`config.mk`:
```
export PLATFORM = sky130hd
export DESIGN_NAME = btn_conditioner_flat
export DESIGN_NICKNAME = d
export VERILOG_FILES = /design/src/rtl/btn_pkg.sv /design/src/rtl/btn_conditioner_if.sv /design/src/rtl/btn_debounce_ch.sv /design/src/rtl/btn_conditioner.sv /design/src/flat_wrapper.sv
export SDC_FILE = /design/constraint.sdc
export NUM_CORES = 1
export LEC_CHECK = 0
export CAP_MARGIN = 25
export CORE_ASPECT_RATIO = 1.1
export CORE_MARGIN = 2
export CORE_UTILIZATION = 30
export CTS_CLUSTER_DIAMETER = 50
export CTS_CLUSTER_SIZE = 16
export DETAILED_ROUTE_END_ITERATION = 7
export PLACE_DENSITY = 0.5
export SLEW_MARGIN = 20
export SYNTH_ARGS = -nofsm -noshare
export SYNTH_HDL_FRONTEND = slang
export SYNTH_SLANG_ARGS = --single-unit
```
`constraint.sdc`:
```
create_clock -name clk -period 3.76 [get_ports clk]
set_clock_uncertainty 0.05 [all_clocks]
set_input_delay 0.376 -clock clk [delete_from_list [all_inputs] [get_ports clk]]
set_output_delay 0.376 -clock clk [all_outputs]
set_load 0.1 [all_outputs]
```
`src/rtl/btn_pkg.sv`:
```
// ---------------------------------------------------------------------------
// btn_pkg -- shared definitions for the pushbutton conditioner.
//
// Contents:
//   btn_state_t               per-channel debounce FSM state
//   DEFAULT_NUM_BTN           default channel count (left, right, on_off, up, down)
//   DEFAULT_DEBOUNCE_CYCLES   20 ms at 100 MHz
//   DEFAULT_LONG_PRESS_CYCLES 3 s at 100 MHz
//   cnt_width()               counter width able to hold 0..n inclusive
// ---------------------------------------------------------------------------
package btn_pkg;

    typedef enum logic [1:0] {
        ST_IDLE       = 2'd0,
        ST_DB_PRESS   = 2'd1,
        ST_PRESSED    = 2'd2,
        ST_DB_RELEASE = 2'd3
    } btn_state_t;

    localparam int unsigned DEFAULT_NUM_BTN           = 32'd5;
    localparam int unsigned DEFAULT_DEBOUNCE_CYCLES   = 32'd2_000_000;
    localparam int unsigned DEFAULT_LONG_PRESS_CYCLES = 32'd300_000_000;

    // One spare bit above $clog2 so the terminal value itself is
    // representable and the counters never need to wrap.
    function automatic int cnt_width(input int unsigned n);
        return $clog2(n) + 32'sd1;
    endfunction

endpackage

```
`src/rtl/btn_conditioner_if.sv`:
```
// ---------------------------------------------------------------------------
// btn_conditioner_if -- bundle of the raw button inputs and the conditioned
// event outputs of btn_conditioner.
//
// Signals (all NUM_BTN wide, one bit per channel):
//   btn_raw      raw asynchronous pushbutton levels, 1 = pressed
//   btn_level    debounced level
//   btn_press    1-cycle pulse on each accepted press
//   btn_release  1-cycle pulse on each accepted release
//   btn_long     1-cycle pulse when a press has been held long enough
//
// Modports:
//   master  drives btn_raw, observes the conditioned outputs
//   slave   the conditioner itself
// ---------------------------------------------------------------------------
interface btn_conditioner_if
    import btn_pkg::*;
#(
    parameter int unsigned NUM_BTN = DEFAULT_NUM_BTN
);

    logic [NUM_BTN-1:0] btn_raw;
    logic [NUM_BTN-1:0] btn_level;
    logic [NUM_BTN-1:0] btn_press;
    logic [NUM_BTN-1:0] btn_release;
    logic [NUM_BTN-1:0] btn_long;

    modport master (
        output btn_raw,
        input  btn_level,
        input  btn_press,
        input  btn_release,
        input  btn_long
    );

    modport slave (
        input  btn_raw,
        output btn_level,
        output btn_press,
        output btn_release,
        output btn_long
    );

endinterface

```
`src/rtl/btn_debounce_ch.sv`:
```
// ---------------------------------------------------------------------------
// btn_debounce_ch -- one pushbutton channel: 2-flop synchronizer, 4-state
// debounce FSM and (optionally) a long-press detector.
//
// Ports:
//   clk        system clock
//   rst        synchronous active-high reset
//   raw_i      raw asynchronous button level, 1 = pressed
//   level_o    debounced level
//   press_o    1-cycle pulse on an accepted press
//   release_o  1-cycle pulse on an accepted release
//   long_o     1-cycle pulse once a press has been held LONG_PRESS_CYCLES
//
// Build option:
//   BTN_LONG_PRESS_EN  when defined, the held-cycle counter and long_o pulse
//                      are built; otherwise long_o is tied to 0.
// ---------------------------------------------------------------------------
module btn_debounce_ch
    import btn_pkg::*;
#(
    parameter int unsigned DEBOUNCE_CYCLES   = DEFAULT_DEBOUNCE_CYCLES,
    parameter int unsigned LONG_PRESS_CYCLES = DEFAULT_LONG_PRESS_CYCLES
) (
    input  logic clk,
    input  logic rst,
    input  logic raw_i,
    output logic level_o,
    output logic press_o,
    output logic release_o,
    output logic long_o
);

    localparam int DB_W = cnt_width(DEBOUNCE_CYCLES);
    // The level is accepted in the cycle the counter shows DEBOUNCE_CYCLES-1,
    // so the counter never has to reach DEBOUNCE_CYCLES itself.
    localparam logic [DB_W-1:0] DB_LAST = DB_W'(DEBOUNCE_CYCLES - 32'd1);

    logic       sync1_q;
    logic       sync2_q;
    logic       sync_s;

    btn_state_t      state_q;
    logic [DB_W-1:0] db_cnt_q;
    logic            level_q;
    logic            press_q;
    logic            release_q;

    logic            press_evt_s;
    logic            release_evt_s;

    // Two-flop synchronizer bringing the asynchronous button into clk.
    always_ff @(posedge clk) begin
        if (rst) begin
            sync1_q <= 1'b0;
            sync2_q <= 1'b0;
        end else begin
            sync1_q <= raw_i;
            sync2_q <= sync1_q;
        end
    end

    assign sync_s = sync2_q;

    // A change is accepted when the new level has been seen on the final
    // debounce cycle; shared by the FSM and the long-press counter.
    assign press_evt_s   = (state_q == ST_DB_PRESS)   &&  sync_s && (db_cnt_q == DB_LAST);
    assign release_evt_s = (state_q == ST_DB_RELEASE) && !sync_s && (db_cnt_q == DB_LAST);

    // Debounce FSM with registered level and event pulses.
    always_ff @(posedge clk) begin
        if (rst) begin
            state_q   <= ST_IDLE;
            db_cnt_q  <= DB_W'(0);
            level_q   <= 1'b0;
            press_q   <= 1'b0;
            release_q <= 1'b0;
        end else begin
            press_q   <= 1'b0;
            release_q <= 1'b0;
            case (state_q)
                ST_IDLE: begin
                    if (sync_s) begin
                        state_q  <= ST_DB_PRESS;
                        db_cnt_q <= DB_W'(0);
                    end
                end
                ST_DB_PRESS: begin
                    if (!sync_s) begin
                        state_q <= ST_IDLE;
                    end else if (press_evt_s) begin
                        state_q <= ST_PRESSED;
                        level_q <= 1'b1;
                        press_q <= 1'b1;
                    end else begin
                        db_cnt_q <= db_cnt_q + DB_W'(1);
                    end
                end
                ST_PRESSED: begin
                    if (!sync_s) begin
                        state_q  <= ST_DB_RELEASE;
                        db_cnt_q <= DB_W'(0);
                    end
                end
                ST_DB_RELEASE: begin
                    if (sync_s) begin
                        state_q <= ST_PRESSED;
                    end else if (release_evt_s) begin
                        state_q   <= ST_IDLE;
                        level_q   <= 1'b0;
                        release_q <= 1'b1;
                    end else begin
                        db_cnt_q <= db_cnt_q + DB_W'(1);
                    end
                end
                default: begin
                    state_q  <= ST_IDLE;
                    db_cnt_q <= DB_W'(0);
                    level_q  <= 1'b0;
                end
            endcase
        end
    end

    assign level_o   = level_q;
    assign press_o   = press_q;
    assign release_o = release_q;

`ifdef BTN_LONG_PRESS_EN
    localparam int LP_W = cnt_width(LONG_PRESS_CYCLES);
    localparam logic [LP_W-1:0] LP_MAX  = LP_W'(LONG_PRESS_CYCLES);
    localparam logic [LP_W-1:0] LP_LAST = LP_W'(LONG_PRESS_CYCLES - 32'd1);

    logic [LP_W-1:0] hold_q;
    logic [LP_W-1:0] hold_d;
    logic            long_q;
    logic            long_d;
    logic            held_s;

    // The button counts as held until the release is accepted, so a
    // bounce on release still advances the held-cycle count.
    assign held_s = (state_q == ST_PRESSED) || (state_q == ST_DB_RELEASE);

    // Held-cycle counter: restarts on the press edge, saturates at the
    // threshold so the long pulse fires only once per press.
    always_comb begin
        hold_d = hold_q;
        long_d = 1'b0;
        if (press_evt_s) begin
            hold_d = LP_W'(0);
        end else if (held_s && (hold_q != LP_MAX)) begin
            hold_d = hold_q + LP_W'(1);
            long_d = (hold_q == LP_LAST);
        end else begin
            hold_d = hold_q;
        end
    end

    // Held-cycle counter and long-press pulse registers.
    always_ff @(posedge clk) begin
        if (rst) begin
            hold_q <= LP_W'(0);
            long_q <= 1'b0;
        end else begin
            hold_q <= hold_d;
            long_q <= long_d;
        end
    end

    assign long_o = long_q;
`else
    assign long_o = 1'b0;
`endif

endmodule

```
`src/rtl/btn_conditioner.sv`:
```
// ---------------------------------------------------------------------------
// btn_conditioner -- debounces NUM_BTN independent pushbuttons and produces
// level, press, release and long-press indications per channel.
//
// Parameters:
//   NUM_BTN            number of channels
//   DEBOUNCE_CYCLES    consecutive stable cycles needed to accept a change
//   LONG_PRESS_CYCLES  held cycles after the accepted press before btn_long
//
// Ports:
//   clk   system clock (100 MHz), the only clock
//   rst   synchronous active-high reset
//   bus   btn_conditioner_if.slave: btn_raw in; btn_level, btn_press,
//         btn_release, btn_long out
//
// Build option:
//   BTN_LONG_PRESS_EN  enables the long-press detector; without it btn_long
//                      is constant 0.
// ---------------------------------------------------------------------------
module btn_conditioner
    import btn_pkg::*;
#(
    parameter int unsigned NUM_BTN           = DEFAULT_NUM_BTN,
    parameter int unsigned DEBOUNCE_CYCLES   = DEFAULT_DEBOUNCE_CYCLES,
    parameter int unsigned LONG_PRESS_CYCLES = DEFAULT_LONG_PRESS_CYCLES
) (
    input  logic               clk,
    input  logic               rst,
    btn_conditioner_if.slave   bus
);

    logic [NUM_BTN-1:0] level_s;
    logic [NUM_BTN-1:0] press_s;
    logic [NUM_BTN-1:0] release_s;
    logic [NUM_BTN-1:0] long_s;

    // One fully independent conditioner per button.
    for (genvar g = 0; g < NUM_BTN; g++) begin : g_ch
        btn_debounce_ch #(
            .DEBOUNCE_CYCLES   (DEBOUNCE_CYCLES),
            .LONG_PRESS_CYCLES (LONG_PRESS_CYCLES)
        ) u_ch (
            .clk       (clk),
            .rst       (rst),
            .raw_i     (bus.btn_raw[g]),
            .level_o   (level_s[g]),
            .press_o   (press_s[g]),
            .release_o (release_s[g]),
            .long_o    (long_s[g])
        );
    end

    assign bus.btn_level   = level_s;
    assign bus.btn_press   = press_s;
    assign bus.btn_release = release_s;
    assign bus.btn_long    = long_s;

endmodule

```
`src/flat_wrapper.sv`:
```
// flat-port wrapper written by rule: the top's interface ports become plain ports
module btn_conditioner_flat import btn_pkg::*;
#(
    parameter int unsigned NUM_BTN           = DEFAULT_NUM_BTN,
    parameter int unsigned DEBOUNCE_CYCLES   = DEFAULT_DEBOUNCE_CYCLES,
    parameter int unsigned LONG_PRESS_CYCLES = DEFAULT_LONG_PRESS_CYCLES
)
  (clk, rst, bus_btn_raw, bus_btn_level, bus_btn_press, bus_btn_release, bus_btn_long);
  btn_conditioner_if #(.NUM_BTN(NUM_BTN)) bus_i ();
  input  logic clk;
  input  logic rst;
  input wire logic [$bits(bus_i.btn_raw)-1:0] bus_btn_raw;
  output wire logic [$bits(bus_i.btn_level)-1:0] bus_btn_level;
  output wire logic [$bits(bus_i.btn_press)-1:0] bus_btn_press;
  output wire logic [$bits(bus_i.btn_release)-1:0] bus_btn_release;
  output wire logic [$bits(bus_i.btn_long)-1:0] bus_btn_long;
  assign bus_i.btn_raw = bus_btn_raw;
  assign bus_btn_level = bus_i.btn_level;
  assign bus_btn_press = bus_i.btn_press;
  assign bus_btn_release = bus_i.btn_release;
  assign bus_btn_long = bus_i.btn_long;
  btn_conditioner #(.NUM_BTN(NUM_BTN), .DEBOUNCE_CYCLES(DEBOUNCE_CYCLES), .LONG_PRESS_CYCLES(LONG_PRESS_CYCLES)) u_core (.clk(clk), .rst(rst), .bus(bus_i));
endmodule
```
# After elaboration in Yosys (flattened, before gate mapping)
# Index checks and enable logic that the tools add are counted.
# totals
ff_bits,145
word_cells,290
# classes
n_reduce_logical,60
eq_ne,70
n_bitwise,15
muxes,105
n_addsub,5
# op_table
op,count
$mux W22,30
$pmux W22 S4,5
$add A22 B1 Y22 const B,5
$eq A22 B21 Y1 const B,5
$ne A2 B2 Y1 const B,40
$mux W2,30
$pmux W2 S4,5
$mux W1,30
$ne A3 B3 Y1 const B,10
$reduce_and A6 Y1,5
$reduce_or A3 Y1,10
$reduce_and A5 Y1,5
$eq A2 B2 Y1 const B,10
$logic_and A1 B1 Y1,20
$reduce_and A4 Y1,5
$not A1 Y1,15
$eq A2 B1 Y1 const B,5
$logic_not A2 Y1,5
$pmux W1 S2,5
$reduce_bool A2 Y1,5
$logic_not A1 Y1,5

# Depth between registers and ports, before layout
# Gate-level depths: netlist (run 1).
# logic_depth
ltp_word,6
depth_mapped,8
depth_no_buf,6

# Hierarchy
# Synthesis (run 1) repeated with hierarchy kept, for this count alone.
# hier_totals
hier_cells,795
hier_area_um2,7338.3
# by_module_without_submodules
module,cells_each,instances,area_each_um2
btn_debounce_ch,159,5,1467.7

# Least setup slack after synthesis (run 1)
# Ideal clock, no wire load.
# synth_timing
path_kind,register to register
from,register u_core.g_ch[4].u_ch.db_cnt_q[7]
to,register u_core.g_ch[4].u_ch.db_cnt_q[0]
setup_ps,70
arrival_time_ps,1883
stages_incl_launch_ff,6
path_slack_ps,1757
required_ps,3640
cell_sequence,dfxtp_1 or4b_1 nor4_4 and3_1 mux2_2 a21oi_1
# synth_via
elab_chain_len,4
word_cells_on_any_way,6
cone_classes,eq/ne (3); reduce/logical (3)
# synth_rtl
item,line,source
from (decl),btn_debounce_ch.sv:43,logic [DB_W-1:0] db_cnt_q;
from (signal assigned),btn_debounce_ch.sv:95,db_cnt_q <= db_cnt_q + DB_W'(1);
from (signal assigned),btn_debounce_ch.sv:112,db_cnt_q <= db_cnt_q + DB_W'(1);
$eq A22 B21 Y1 *,"btn_debounce_ch.sv:66, btn_debounce_ch.sv:67",
"$logic_and A1 B1 Y1, on equally long branches","btn_debounce_ch.sv:67, btn_debounce_ch.sv:66",
$ne A2 B2 Y1 (no line),n/a,
$reduce_and A6 Y1 (no line) *,n/a,
# Every way passes the cells marked *; elsewhere a longest branch is shown, timed or not.
# A chain may end at the register's enable or synchronous reset.

# Worst setup path after layout (run 1)
# layout_timing
from,register u_core.g_ch[0].u_ch.level_q
to,output port bus_btn_level[0]
# layout_rtl
item,line,source
from (decl),btn_debounce_ch.sv:44,logic level_q;
from (signal assigned),btn_debounce_ch.sv:74,level_q <= 1'b0;
from (signal assigned),btn_debounce_ch.sv:92,level_q <= 1'b1;
from (signal assigned),btn_debounce_ch.sv:109,level_q <= 1'b0;
to (decl),flat_wrapper.sv:13,output wire logic [$bits(bus_i.btn_level)-1:0] bus_btn_level;
# No word-level cell between the ends.

==> reports/metrics.yaml, run 1 <==
synth:
  yosys.cell_count.top_type: "dfxtp_1"
  ys_async_sr_fraction_pct: 0
  synth_mux_area_share_pct: 1.50
  syn_area_mm2: 0.00685
  synth-xor-area-share_pct: 7.77
  synth_compound_area_share_pct: 11.7
  synth_area_leaders: "dfxtp_1, a21oi_1, nor2_1, or3_1, xor2_1"
  synth-seq-cells: 145
  synth_top_area_cell: "dfxtp_1"
  synth_top_area_share_pct: 42.4
  ys_top_cells_by_count: "dfxtp_1, nor2_1, a21oi_1"
  synth_cell_types: 59
  synth-main-ff-cell: "dfxtp_1"
  synth_cells: 798
  synthSimpleGateAreaFrac_pct: 31.0
  yosys.area_share.adder_pct: 0.914
  syn_area_per_cell_um2: 8.58
  synth-edff-count: 0
  ys_warn_count: 0
  synth_top_family_by_area: "simple AND/OR/NAND/NOR gates"
  yosysSeqAreaShare_pct: 42.4
routing:
  wl_per_cell_um: 13.1
  dr_total_vias: 5511
  ant_nets: 0
  drt_wl_total_um: 14500
  via_per_inst: 4.98
  drc: 0
  firstDrtPassIters: 4
  first_iter_violations: 279
placed_design:
  io_buffer_count: 21
  dpl.cell_count: 1075
  place_hpwl_um: 9720
  gp_congestion: 0.745
flow_run:
  drv_cap: 0
worst_setup_path:
  crit_start: "u_core.g_ch[0].u_ch.level_o"
  worst-path-max-fanout: 3
  worstPathCellList: "clkdlybuf4s50_1"
  slowest_delay_ns: 1.16
  cpMaxStageDelayCell: "clkdlybuf4s50_1"
  path_class: "register to output pin"
  crit_path_start_kind: "register"
  arrival_ns: 1.95
  cp_num_buf_inv: 1
  required_ns: 3.33
  cp_top_family: "buffers and inverters"
  endpoint_kind: "output pin"
  rr_startpoint: "u_core.g_ch[1].u_ch.db_cnt_q[8]"
pwr:
  p_clk_share_pct: 54.2
  pwr_density_cell_mw_per_mm2: 472
  max-vdd-ir-drop_uv: 312
  netSwitchingPower_w: 0.000784
  p_seq_share_pct: 41.9
  swShare_pct: 21.0
  intPower_w: 0.00294
  p_leak_nw: 2.45
  p_total_w: 0.00373
  p_comb_share_pct: 4.0
floorplan:
  die_y_um: 162
  dieArea_mm2: 0.0241
  die_x_um: 148
  rows: 57
  coreArea_mm2: 0.0223
  ios: 27
  start_util_pct: 30.8
global_route:
  antenna_found_initial: 0
  grt-ovfl-total: 0
  grt_usage_pct: 12.6
  grt_pass1_wl_um: 25000
  grt_max_degree: 35
  grt_pass1_vias: 5165
run_status:
  status: "completed"
cts:
  clk_latency_ns: 0.43
  cts_setup_buffers: 0
  path_clk_slew_ns: 0.06
  cts_buffers: 17
  clockRootBuffer: "clkbuf_16"
  clock-sinks: 145
  postCtsHoldBufs: 0
  cts_tree: "built"
  cts_max_path_buffers: 2
  ctsResizeCount: 0
  cts_max_level: 4
cells_and_area:
  drive_above_1_share_pct: 7.14
  finalNonFillerCells: 1107
  syn_to_final_growth_pct: 15.3
  antenna_cells: 0
  fin_nets: 811
timing:
  setup_violations: 0
  worst_pin_slew_ns: 1.01
  maxSlewHeadroom_pct: 32.6
  grt_setup_unrepaired: "no"
  setup_tns_ns: 0
  timing.hold.ws_ns: 0.391
  period_share_pct: 63.3
  hold_violations: 0
  min_period_ns: 2.38
  timing.fmax_mhz: 420
  drv_slew: 0
worst_hold_path:
  hold_path_class: "register to register"
  hp-start: "u_core.g_ch[0].u_ch.sync1_q"
power by group through the flow:
stage / Combinational, W / Sequential [W] / Clock, W
finish: 0.000148 / 0.00156 / 0.00202
global route: 0.000159 / 0.00156 / 0.00213
CTS: 0.000150 / 0.00156 / 0.00207
detailed placement: 0.000150 / 0.00159 / 0
global placement: 0.000151 / 0.00159 / 0
floorplan: 0.000128 / 0.00159 / 0
per-layer routing:
metal	wire (µm)	global-route usage (%)	up-vias
met4	274	5.15	0
met2	6730	20.1	66
met5	0	0	-
li1	-	-	2887
met3	408	2.86	21
met1	7070	16.4	2537
cell type report:
cell class,instances,area (µm²)
clock buffers,22,474
clock inverters,10,228
fillers,2309,14400
inverters,16,60.1
multi-input cells,596,3640
flip-flops and latches,145,2900
well taps,295,369
repair buffers,23,220
registers in the layout, summed over array words and instances (netlist names), named ones only:
register,count
u_core.g_ch.u_ch.press_o,5
u_core.g_ch.u_ch.level_o,5
u_core.g_ch.u_ch.db_cnt_q,110
u_core.g_ch.u_ch.sync2_q,5
u_core.g_ch.u_ch.sync1_q,5
u_core.g_ch.u_ch.state_q,5
u_core.g_ch.u_ch.release_o,5
kinds of logic (layout without fill, tap and decap cells):
| logic type | Yosys count | after routing |
|---|---|---|
| xor+xnor | 59 | 59 |
| simple gates | 379 | 379 |
| fa+ha+maj | 5 | 5 |
| buf+inv | 61 | 71 |
| mux | 10 | 10 |
| other cells | 1 | 5 |
| compound gates | 138 | 138 |
| flops | 145 | 145 |
through the flow:
| step | area [µm²] | setup slack (ns) | utilization (%) |
|---|---|---|---|
| finish | 7900 | 1.38 | 35.5 |
| global route | 7900 | 1.34 | 35.5 |
| CTS | 7900 | 1.35 | 35.5 |
| detailed placement | 7200 | 1.58 | 32.3 |
| global placement | 7200 | 1.60 | 32.3 |
| floorplan | 6860 | 1.76 | - |
cells in the final DEF, fill, tap and decap left out, types with 15 or more instances in the layout:
cell type	netlist	routed
inv_1	16	16
xor2_1	30	30
nor4_1	20	20
nand2_1	59	59
o21ai_0	40	40
or3_1	43	43
nor2b_1	15	15
or4_1	17	17
a21oi_1	61	61
nand4_1	36	36
xnor2_1	27	27
nand3_1	46	46
dfxtp_1	145	145
clkdlybuf4s50_1	0	20
clkbuf_16	0	17
nor2_1	72	72
path summary, 6_finish.rpt:
check	end	slack [ns]	depth (start not counted)
setup / recovery	bus_btn_level[0]	1.38	1
setup reg to reg	u_core.g_ch[1].u_ch.db_cnt_q[1]	1.56	5
hold / removal	u_core.g_ch[0].u_ch.sync2_q	0.39	1
hold reg to reg	u_core.g_ch[0].u_ch.sync2_q	0.39	1
Note: power is estimated with default switching activity, not from simulation.
==> inputs of run 2 (changes only) <==
- clock period: 3.76 -> 2.5 ns (I/O delays scaled with it)
==> run 2 against run 1 <==
Effect of this change:
- global-route usage about the same
- critical path type is now register to register
- count of clock-buffer cells in the layout fell by 1
- routed wire length is 0.77% higher
- flip-flop and latch count is the same
- clock power increased by 43%
==> reports/metrics.yaml, run 2 (synthesis gave the netlist of run 1 again) <==
pwr:
  max-vdd-ir-drop_uv: 426
  p_leak_nw: 2.51
  pwr_density_cell_mw_per_mm2: 692
cells_and_area:
  drive_above_1_share_pct: 9.87
  layout_commonest_cell: "dfxtp_1"
  fin_nets: 820
  multi_input_area_mm2: 0.00364
  n_fill_cell: 2312
  syn_to_final_growth_pct: 15.2
  antenna_cells: 0
  regMostFlops: "u_core.g_ch.u_ch.db_cnt_q"
  largest_register_ffs: 110
  mostFrequentLayoutCells: "dfxtp_1, nor2_1, a21oi_1"
  final-seq-area_mm2: 0.00290
worst_setup_path:
  endpoint_kind: "register"
  required_ns: 2.74
  crit_path_start_kind: "register"
  worst-path-max-fanout: 7
  cpMaxStageDelayCell: "or4_1"
  worstPathCellList: "nand4_1, or4_1, o21ai_4, xor2_1, nor2_1"
  slowest_delay_ns: 0.78
  path_class: "register to register"
  arrival_ns: 2.38
timing:
  worst_pin_slew_ns: 0.666
  timing.fmax_mhz: 467
  timing.hold.ws_ns: 0.178
  grt_setup_unrepaired: "no"
  setup_tns_ns: 0
  drv_slew: 0
  period_share_pct: 85.6
  min_period_ns: 2.14
  hold_violations: 0
  maxSlewHeadroom_pct: 55.6
  setup_violations: 0
global_route:
  grt-ovfl-total: 0
  grt_pass1_vias: 5181
  grt_max_degree: 26
  grt_usage_pct: 12.6
  antenna_found_initial: 0
  grt_pass1_wl_um: 25000
routing:
  drt_wl_total_um: 14600
  first_iter_violations: 222
  drc: 0
  wl_per_cell_um: 13.1
  via_per_inst: 4.96
  firstDrtPassIters: 4
  dr_total_vias: 5537
  ant_nets: 0
cts:
  clockRootBuffer: "clkbuf_16"
  path_clk_slew_ns: 0.06
  clk_latency_ns: 0.41
  cts_setup_buffers: 0
  cts_buffers: 17
  cts_tree: "built"
  ctsResizeCount: 0
  cts_max_level: 4
  postCtsHoldBufs: 0
  clock-sinks: 145
  cts_max_path_buffers: 2
flow_run:
  drv_cap: 0
floorplan:
  coreArea_mm2: 0.0223
  dieArea_mm2: 0.0241
  start_util_pct: 30.8
  rows: 57
  ios: 27
  die_x_um: 148
  die_y_um: 162
placed_design:
  place_hpwl_um: 10200
  gp_congestion: 0.789
  io_buffer_count: 21
run_status:
  status: "completed"
worst_hold_path:
  hold_path_class: "input port to register"
==> run 2: final timing paths <==
kind	from	endpoint	slack [ns]	cells after the start
setup reg to reg	u_core.g_ch[1].u_ch.db_cnt_q[2]	u_core.g_ch[1].u_ch.db_cnt_q[0]	0.36	5
hold reg to reg	u_core.g_ch[1].u_ch.sync1_q	u_core.g_ch[1].u_ch.sync2_q	0.38	1
setup / recovery	u_core.g_ch[1].u_ch.db_cnt_q[2]	u_core.g_ch[1].u_ch.db_cnt_q[0]	0.36	5
hold / removal	rst	u_core.g_ch[1].u_ch.sync2_q	0.18	2
==> run 2: cell type report <==
type,count,share of cell area (%)
Sequential cell,145,36.8
Multi-Input combinational cell,596,46.1
Tap cell,295,4.68
Inverter,16,0.761
Clock buffer,21,5.84
Clock inverter,11,2.63
Timing Repair Buffer,32,3.17
==> run 2: per-stage QoR <==
step / power [W] / instance area, µm² / instances / utilization [%] / setup slack [ns]
final: 0.00546 / 7890 / 1116 / 35.5 / 0.359
after global routing: 0.00567 / 7890 / 1116 / 35.5 / 0.196
after CTS: 0.00555 / 7890 / 1116 / 35.5 / 0.349
after detailed placement: 0.00263 / 7220 / 1084 / 32.5 / 0.358
after global placement: 0.00263 / 7220 / 1084 / 32.5 / 0.350
after floorplan: 0.00259 / 6860 / 802 / - / 0.497
==> run 2: worst max-delay path: cells and delay by family, from the launching register on <==
kind,cells,cell delay [ns]
compound gates,1,0.29
xor+xnor,1,0.17
flops,1,0.42
simple gates,3,1.09
==> run 2: power breakdown <==
group	switching (W)	total, W	internal, W	leakage, nW
clock	0.000968	0.00289	0.00192	0.327
sequential	0.0000167	0.00235	0.00233	1.17
combinational	0.000176	0.000229	0.0000527	1.01
total	0.00116	0.00546	0.00430	2.51
==> run 2: metal layers <==
layer / vias to the layer above / global-route usage, % / wire length [µm]
met2: 49 / 20.6 / 6840
met1: 2584 / 16.6 / 7300
met4: 0 / 3.38 / 102
met5: - / 0 / 0
met3: 6 / 3.25 / 341
li1: 2898 / - / -
